--- config.mk ---
export PLATFORM = sky130hd
export DESIGN_NAME = pe_psum_accumulator
export DESIGN_NICKNAME = d
export VERILOG_FILES = /design/src/rtl/pe_psum_accumulator.sv
export SDC_FILE = /design/constraint.sdc
export NUM_CORES = 1
export LEC_CHECK = 0
export BUFFER_PORTS_ARGS = -buffer_cell sky130_fd_sc_hd__buf_2
export CORE_AREA = 3 3 139 141
export DETAILED_ROUTE_END_ITERATION = 16
export DIE_AREA = 0 0 142 144
export MAX_ROUTING_LAYER = met4
export PLACE_DENSITY = 0.46
export REMOVE_ABC_BUFFERS = 1
export SLEW_MARGIN = 20
export SYNTH_ARGS = -nofsm -noshare
export SYNTH_HDL_FRONTEND = slang
export SYNTH_SLANG_ARGS = --single-unit
--- constraint.sdc ---
create_clock -name clk -period 5.8 [get_ports clk]
set_input_delay 0.29 -clock clk [delete_from_list [all_inputs] [get_ports clk]]
set_output_delay 0.29 -clock clk [all_outputs]
set_load 0.05 [all_outputs]
--- src/rtl/pe_psum_accumulator.sv ---
// Partial-sum accumulator for one PE: reduces a window of signed products, adds the
// incoming psum, and hands the saturated result downstream on a valid/ready handshake.
module pe_psum_accumulator #(
  parameter int DATA_WIDTH = 16,
  parameter int PSUM_WIDTH = 32,
  parameter int CNT_WIDTH  = 8
) (
  input  logic                          clk,
  input  logic                          reset,
  input  logic                          start,
  input  logic [CNT_WIDTH-1:0]          filter_len,
  input  logic                          prod_valid,
  input  logic signed [2*DATA_WIDTH-1:0] product,
  input  logic                          psum_in_valid,
  input  logic signed [PSUM_WIDTH-1:0]  psum_in,
  output logic                          psum_in_ready,
  output logic                          psum_out_valid,
  output logic signed [PSUM_WIDTH-1:0]  psum_out,
  input  logic                          psum_out_ready,
  output logic                          busy,
  output logic                          ovf,
  output logic [1:0]                    dbg_state
);

  // Handshakes: a transfer happens on a rising edge where valid and ready are both 1.
  // Both readies/valids driven here are pure decodes of the state register.

  typedef enum logic [1:0] {
    S_IDLE  = 2'd0,
    S_ACCUM = 2'd1,
    S_PSUM  = 2'd2,
    S_OUT   = 2'd3
  } state_t;

  localparam logic signed [PSUM_WIDTH-1:0] PSUM_MAX = {1'b0, {(PSUM_WIDTH-1){1'b1}}};
  localparam logic signed [PSUM_WIDTH-1:0] PSUM_MIN = {1'b1, {(PSUM_WIDTH-1){1'b0}}};
  localparam logic [CNT_WIDTH-1:0]         CNT_ONE  = {{(CNT_WIDTH-1){1'b0}}, 1'b1};

  state_t                        state, state_next;
  logic signed [PSUM_WIDTH-1:0]  acc, acc_next;
  logic [CNT_WIDTH-1:0]          cnt, cnt_next;
  logic [CNT_WIDTH-1:0]          len, len_next;
  logic                          ovf_reg, ovf_next;

  logic signed [PSUM_WIDTH-1:0]  prod_ext;
  logic signed [PSUM_WIDTH-1:0]  addend;
  logic signed [PSUM_WIDTH:0]    sum_wide;
  logic signed [PSUM_WIDTH-1:0]  sum_sat;
  logic                          sum_clamped;

  assign prod_ext = PSUM_WIDTH'(product);

  // One shared adder: products feed it in ACCUM, the incoming psum in PSUM.
  assign addend   = (state == S_ACCUM) ? prod_ext : psum_in;
  assign sum_wide = {acc[PSUM_WIDTH-1], acc} + {addend[PSUM_WIDTH-1], addend};

  // The top two bits of the widened sum disagree exactly when the true result is out of range.
  always_comb begin
    sum_clamped = 1'b0;
    sum_sat     = sum_wide[PSUM_WIDTH-1:0];
    if (sum_wide[PSUM_WIDTH] != sum_wide[PSUM_WIDTH-1]) begin
      sum_clamped = 1'b1;
      sum_sat     = sum_wide[PSUM_WIDTH] ? PSUM_MIN : PSUM_MAX;
    end
  end

  always_ff @(posedge clk) begin
    if (reset) begin
      state   <= S_IDLE;
      acc     <= '0;
      cnt     <= '0;
      len     <= '0;
      ovf_reg <= 1'b0;
    end else begin
      state   <= state_next;
      acc     <= acc_next;
      cnt     <= cnt_next;
      len     <= len_next;
      ovf_reg <= ovf_next;
    end
  end

  always_comb begin
    state_next = state;
    acc_next   = acc;
    cnt_next   = cnt;
    len_next   = len;
    ovf_next   = ovf_reg;
    case (state)
      S_IDLE: begin
        if (start) begin
          acc_next = '0;
          ovf_next = 1'b0;
          if (filter_len != '0) begin
            cnt_next   = '0;
            len_next   = filter_len;
            state_next = S_ACCUM;
          end else begin
            state_next = S_PSUM;
          end
        end
      end
      S_ACCUM: begin
        if (prod_valid) begin
          acc_next = sum_sat;
          ovf_next = ovf_reg | sum_clamped;
          cnt_next = cnt + CNT_ONE;
          if (cnt == len - CNT_ONE) begin
            state_next = S_PSUM;
          end
        end
      end
      S_PSUM: begin
        if (psum_in_valid) begin
          acc_next   = sum_sat;
          ovf_next   = ovf_reg | sum_clamped;
          state_next = S_OUT;
        end
      end
      S_OUT: begin
        // A start arriving with the handshake is dropped; it must be reasserted in IDLE.
        if (psum_out_ready) begin
          state_next = S_IDLE;
        end
      end
      default: state_next = S_IDLE;
    endcase
  end

  assign psum_in_ready  = (state == S_PSUM);
  assign psum_out_valid = (state == S_OUT);
  assign psum_out       = acc;
  assign busy           = (state != S_IDLE);
  assign ovf            = ovf_reg;
  assign dbg_state      = state;

endmodule

==> flow_metrics.env, run 1 <==
export IMPL_diodes=0
export IMPL_synth_top_area_frac=0.210
export IMPL_grt_pass1_vias=4722
export IMPL_path_max_fanout=19
export IMPL_start_util=0.268
export IMPL_synthMostInstantiatedCell="nand2_1"
export IMPL_grt_first_pass_wirelength_um=24100
export IMPL_slowest_stage="xnor2_4"
export IMPL_die_h_um=144
export IMPL_clk_path_buf_depth=2
export IMPL_cts_resized=0
export IMPL_crit_arrival_ps=4450
export IMPL_path_cells="inv_1 > ha_2 > buf_4 > mux2_2 > ha_1 > a21oi_1 > o21ai_2 > nor2_1 > and4b_4 > o31ai_1 > a21oi_2 > xnor2_4 > buf_12 > a221oi_1"
export IMPL_yosys_warnings=0
export IMPL_clock_latency_ps=310
export IMPL_placed_cells=914
export IMPL_routed_via_density=5.08
export IMPL_fmax_ghz=0.233
export IMPL_p_leak_nw=2.45
export IMPL_cp_required_ps=5950
export IMPL_drtAntennaViolNets=0
export IMPL_crit_path_start_kind="flop"
export IMPL_fin_setup_tns_ps=0
export IMPL_postCtsHoldBufs=0
export IMPL_fillers=1937
export IMPL_via_count=4680
export IMPL_first_pass_iters=4
export IMPL_rows=49
export IMPL_min_path_type="in -> reg"
export IMPL_crit_type="reg -> reg"
export IMPL_yosys_area_top_type="dfxtp_1"
export IMPL_routedWlPerCell_um=16.0
export IMPL_clock_skew_ps=6.53
export IMPL_synth_seq_cells=51
export IMPL_io_pins=116
export IMPL_cts_sinks=51
export IMPL_async_flop_share=0
export IMPL_power_per_cell_area_nw_per_um2=540
export IMPL_syn_to_final_growth_pct=19.8
export IMPL_synth_edf_count=0
export IMPL_slew_headroom=0.536
export IMPL_globalRouteOverflowTotal=0
export IMPL_ys_seq_area_frac=0.210
export IMPL_slew_violations=0
export IMPL_setup_viol=0
export IMPL_post_route_period_util=0.741
export IMPL_worstMarginPinSlew_ps=696
export IMPL_crit_family="compound AO/OA/AOI/OAI gates"
export IMPL_synthCells=597
export IMPL_die_area_um2=20400
export IMPL_synth_common_cells="nand2_1, a21oi_1, dfxtp_1"
export IMPL_netlist_top_cells_area="dfxtp_1, ha_1, mux2_2, a221oi_2, a21oi_1"
export IMPL_antenna_found_initial=0
export IMPL_cts_tree="built"
export IMPL_track_usage=0.149
export IMPL_largest_reg_flops=32
export IMPL_outcome="complete, no violations"
export IMPL_drc_errors=0
export IMPL_clk_pin_slew_ps=70
export IMPL_synth_area_um2=4850
export IMPL_cp_num_buf_inv=3
export IMPL_synth_avg_cell_area_um2=8.13
export IMPL_cts_max_level=2
export IMPL_min_period_ps=4300
export IMPL_portBuffers=115
export IMPL_finalHoldViolations=0
export IMPL_grt_max_degree=57
export IMPL_routabilityCongestion=0.823
export IMPL_ir_worst_vdd_mv=0.167
export IMPL_numCtsBuffers=5
export IMPL_placeableCoreArea_um2=18100
export IMPL_post_cts_setup_buffer_count=0
export IMPL_rsz0062_at_grt="no"
export IMPL_routed_wl_um=14700
export IMPL_synth_ff_type="dfxtp_1"
export IMPL_finalNonFillerCells=922
export IMPL_end_kind="flop"
export IMPL_final_nets=809
export IMPL_cpPeakStageDelay_ps=570
export IMPL_hpwlAfterDp_um=11400
export IMPL_ctsRootBufferMaster="clkbuf_16"
export IMPL_maxCapViolCount=0
export IMPL_die_width_um=142
export IMPL_drive_above_1_share=0.291
export IMPL_synth_distinct_cells=68
export IMPL_first_iter_violations=219
power by group:
part / leakage, nW / switching (W) / internal (W)
combinational: 1.95 / 0.00143 / 0.000778
sequential: 0.415 / 0.0000925 / 0.000444
clock: 0.0900 / 0.000151 / 0.000248
cell type report:
cell class | instances | area [µm²] | share of cell area
multi-input cells | 492 | 3600 | 0.619
repair buffers | 122 | 641 | 0.110
clock inverters | 3 | 67.6 | 0.0116
flip-flops and latches | 51 | 1020 | 0.176
well taps | 229 | 287 | 0.0493
clock buffers | 5 | 125 | 0.0215
inverters | 20 | 75.1 | 0.0129
metrics by stage:
stage	worst slack, ps	hold slack [ps]	total power, W	utilization	cell area [µm²]
final	1500	244	0.00314	0.322	5820
after detailed placement	1460	457	0.00276	0.311	5620
after global placement	1630	440	0.00273	0.311	5620
after CTS	1500	228	0.00318	0.322	5820
after floorplan	106	356	0.00221	-	4680
after global routing	1190	254	0.00342	0.322	5820
kinds of logic after synthesis:
logic type	synth area share
AOI/OAI and AO/OA	0.297
xor gates and xnor gates	0.0827
adders and majority gates	0.102
buffers and inverters	0.0515
DFF	0.210
muxes	0.0784
and+or+nand+nor	0.178
cells in the final DEF (no fill, tap or decap), types with 2 or more instances in the layout:
cell type | synthesis | final
xor2_1 | 22 | 22
xnor2_1 | 22 | 22
nand4_1 | 8 | 8
nand2b_1 | 7 | 6
nor2_1 | 34 | 34
buf_2 | 10 | 115
a211oi_1 | 4 | 4
clkbuf_16 | 0 | 5
o31ai_1 | 5 | 5
dfxtp_1 | 51 | 51
a21oi_1 | 62 | 62
nor2b_1 | 6 | 6
bufinv_16 | 0 | 2
a221oi_1 | 5 | 5
inv_1 | 20 | 20
mux2_2 | 32 | 32
buf_4 | 1 | 6
and2_1 | 5 | 5
o21a_1 | 7 | 7
o21ai_2 | 2 | 2
a31oi_1 | 11 | 11
nand3_1 | 23 | 23
and4_1 | 2 | 2
a21oi_2 | 2 | 2
a221oi_2 | 21 | 21
o21bai_1 | 3 | 3
a21boi_0 | 4 | 4
o21ai_0 | 23 | 23
o211ai_1 | 10 | 10
or4_1 | 2 | 2
ha_1 | 38 | 37
a21o_1 | 12 | 12
mux2i_1 | 2 | 2
nand2_1 | 75 | 75
and3_2 | 2 | 2
nor3_1 | 8 | 8
and3_1 | 4 | 4
worst paths after layout:
check           startpoint      endpoint  cells after the start  slack [ps]
max           dbg_state[1]  psum_out[13]                     14        1500
min          filter_len[7]        len[7]                      3         240
max reg2reg   dbg_state[1]  psum_out[13]                     14        1500
min reg2reg            ovf           ovf                      2         470
routing by layer:
metal | vias to the layer above | track usage | wire (µm)
met5 | - | - | 0
met4 | 0 | 0.0313 | 167
met3 | 9 | 0.0218 | 428
met2 | 92 | 0.238 | 6830
met1 | 2192 | 0.200 | 7300
li1 | 2387 | - | -
worst min-delay path: stages:
cell and delay [ps]:
buf_2 100, nand3_1 60, a21oi_1 50
(Power assumes the default switching activity.)
==> inputs of run 2 (changes only) <==
==> constraint.sdc (replaced) <==
create_clock -name clk -period 4.4 [get_ports clk]
set_input_delay 0.22 -clock clk [delete_from_list [all_inputs] [get_ports clk]]
set_output_delay 0.22 -clock clk [all_outputs]
set_load 0.05 [all_outputs]
==> run 2 against run 1 <==
First-iteration DRC count grew 12%. Highest routed layer unchanged. Hold slack worse by 73 ps. Clock power is 5.3% higher. Largest cell class unchanged. Non-clock buffer count grew 3. Critical endpoint is now psum_out[30]. Sequential share of layout area barely moved. Sequential cell count unchanged.
==> flow_metrics.env, run 2 (same netlist as run 1, synthesis figures left out) <==
export IMPL_start_util=0.268
export IMPL_crit_type="reg -> reg"
export IMPL_io_pins=116
export IMPL_die_width_um=142
export IMPL_hold_path_cell_count=3
export IMPL_holdCritStartpoint="filter_len[5]"
export IMPL_globalRouteOverflowTotal=0
export IMPL_via_count=4654
export IMPL_drc_errors=0
export IMPL_die_area_um2=20400
export IMPL_p_leak_nw=2.45
export IMPL_numCtsBuffers=5
export IMPL_portBuffers=115
export IMPL_r2r_worst_path_cells=16
export IMPL_rsz0062_at_grt="no"
export IMPL_maxCapViolCount=0
export IMPL_setup_viol=0
export IMPL_outcome="complete, no violations"
export IMPL_rows=49
export IMPL_finalHoldViolations=0
export IMPL_drive_above_1_share=0.295
export IMPL_routed_wl_um=14600
export IMPL_track_usage=0.147
export IMPL_syn_to_final_growth_pct=19.6
export IMPL_crit_path_start_kind="flop"
export IMPL_grt_pass1_vias=4668
export IMPL_layout_common_cells="buf_2, nand2_1, a21oi_1, dfxtp_1, ha_1"
export IMPL_ir_worst_vdd_mv=0.246
export IMPL_rr_startpoint="dbg_state[1]"
export IMPL_cts_resized=0
export IMPL_routabilityCongestion=0.865
export IMPL_grt_first_pass_wirelength_um=23800
export IMPL_postCtsHoldBufs=0
export IMPL_cts_tree="built"
export IMPL_timing_critical_path_from="dbg_state[1]"
export IMPL_layout_commonest_cell="buf_2"
export IMPL_post_cts_setup_buffer_count=0
export IMPL_power_per_cell_area_nw_per_um2=699
export IMPL_diodes=0
export IMPL_die_h_um=144
export IMPL_cts_max_level=2
export IMPL_worstMarginPinSlew_ps=526
export IMPL_routed_via_density=5.03
export IMPL_utilization=0.321
export IMPL_min_path_type="in -> reg"
export IMPL_clk_path_buf_depth=2
export IMPL_fin_hold_ws_ps=170
export IMPL_drtAntennaViolNets=0
export IMPL_post_route_period_util=0.866
export IMPL_cp_required_ps=4630
export IMPL_clock_latency_ps=310
export IMPL_hpwlAfterDp_um=11400
export IMPL_slew_headroom=0.650
export IMPL_crit_arrival_ps=4040
export IMPL_final_nets=812
export IMPL_antenna_found_initial=0
export IMPL_first_pass_iters=4
export IMPL_largest_reg_flops=32
export IMPL_cts_sinks=51
export IMPL_grt_max_degree=36
export IMPL_placeableCoreArea_um2=18100
export IMPL_end_kind="flop"
export IMPL_ctsRootBufferMaster="clkbuf_16"
export IMPL_routedWlPerCell_um=15.7
export IMPL_path_max_fanout=22
export IMPL_clk_pin_slew_ps=80
export IMPL_fin_setup_tns_ps=0
export IMPL_clock_skew_ps=6.42
export IMPL_slew_violations=0
export IMPL_fmax_ghz=0.263
export IMPL_first_iter_violations=246
export IMPL_min_period_ps=3810
run 2: cell types whose count changed in the layout (fill, tap and decap cells not counted):
cell       before  now
clkinv_4        0    2
bufinv_16       2    0
buf_4           6    8
buf_12          1    2
run 2: final cells by class:
cell class                      instances  area (µm²)
Sequential cell                        51        1020
Tap cell                              229         287
Clock buffer                            5         125
Multi-Input combinational cell        492        3600
Inverter                               20        75.1
Timing Repair Buffer                  125         676
Fill cell                            1930       12300
Clock inverter                          3        25.0
run 2: per-layer routing:
layer | GRT usage | vias up | routed length [µm]
met1 | 0.199 | 2167 | 7260
met3 | 0.0169 | 10 | 416
met5 | - | - | 0
met2 | 0.233 | 85 | 6690
li1 | - | 2392 | -
met4 | 0.0369 | 0 | 194
run 2: worst max-delay path: stages, from the launching register on:
cell	delay (ps)
dfxtp_1	390
inv_1	110
ha_2	210
buf_12	160
mux2_2	240
ha_1	180
inv_1	60
fa_1	400
nand2b_1	180
a21oi_1	230
o21ai_1	200
and4b_4	240
o311ai_1	370
o211ai_1	160
buf_4	250
a21o_1	190
a31oi_1	160
run 2: through the flow:
stage	cells	area (µm²)	power, W	worst slack (ps)
after floorplan	563	4680	0.00291	-1290
final	925	5810	0.00406	591
after detailed placement	917	5660	0.00366	571
after global placement	917	5660	0.00364	693
after global routing	925	5810	0.00442	277
after CTS	925	5810	0.00411	552
run 2: final timing paths:
kind                  endpoint  slack [ps]
setup reg to reg  psum_out[30]         590
hold reg to reg         len[7]         480
hold / removal          len[5]         170
setup / recovery  psum_out[30]         590
run 2: power breakdown:
part           leakage (nW)  switching [W]  internal (W)  total (W)
sequential            0.415       0.000121      0.000585   0.000706
combinational          1.96        0.00189       0.00105    0.00294
clock                0.0700       0.000206      0.000214   0.000420
total                  2.45        0.00221       0.00185    0.00406
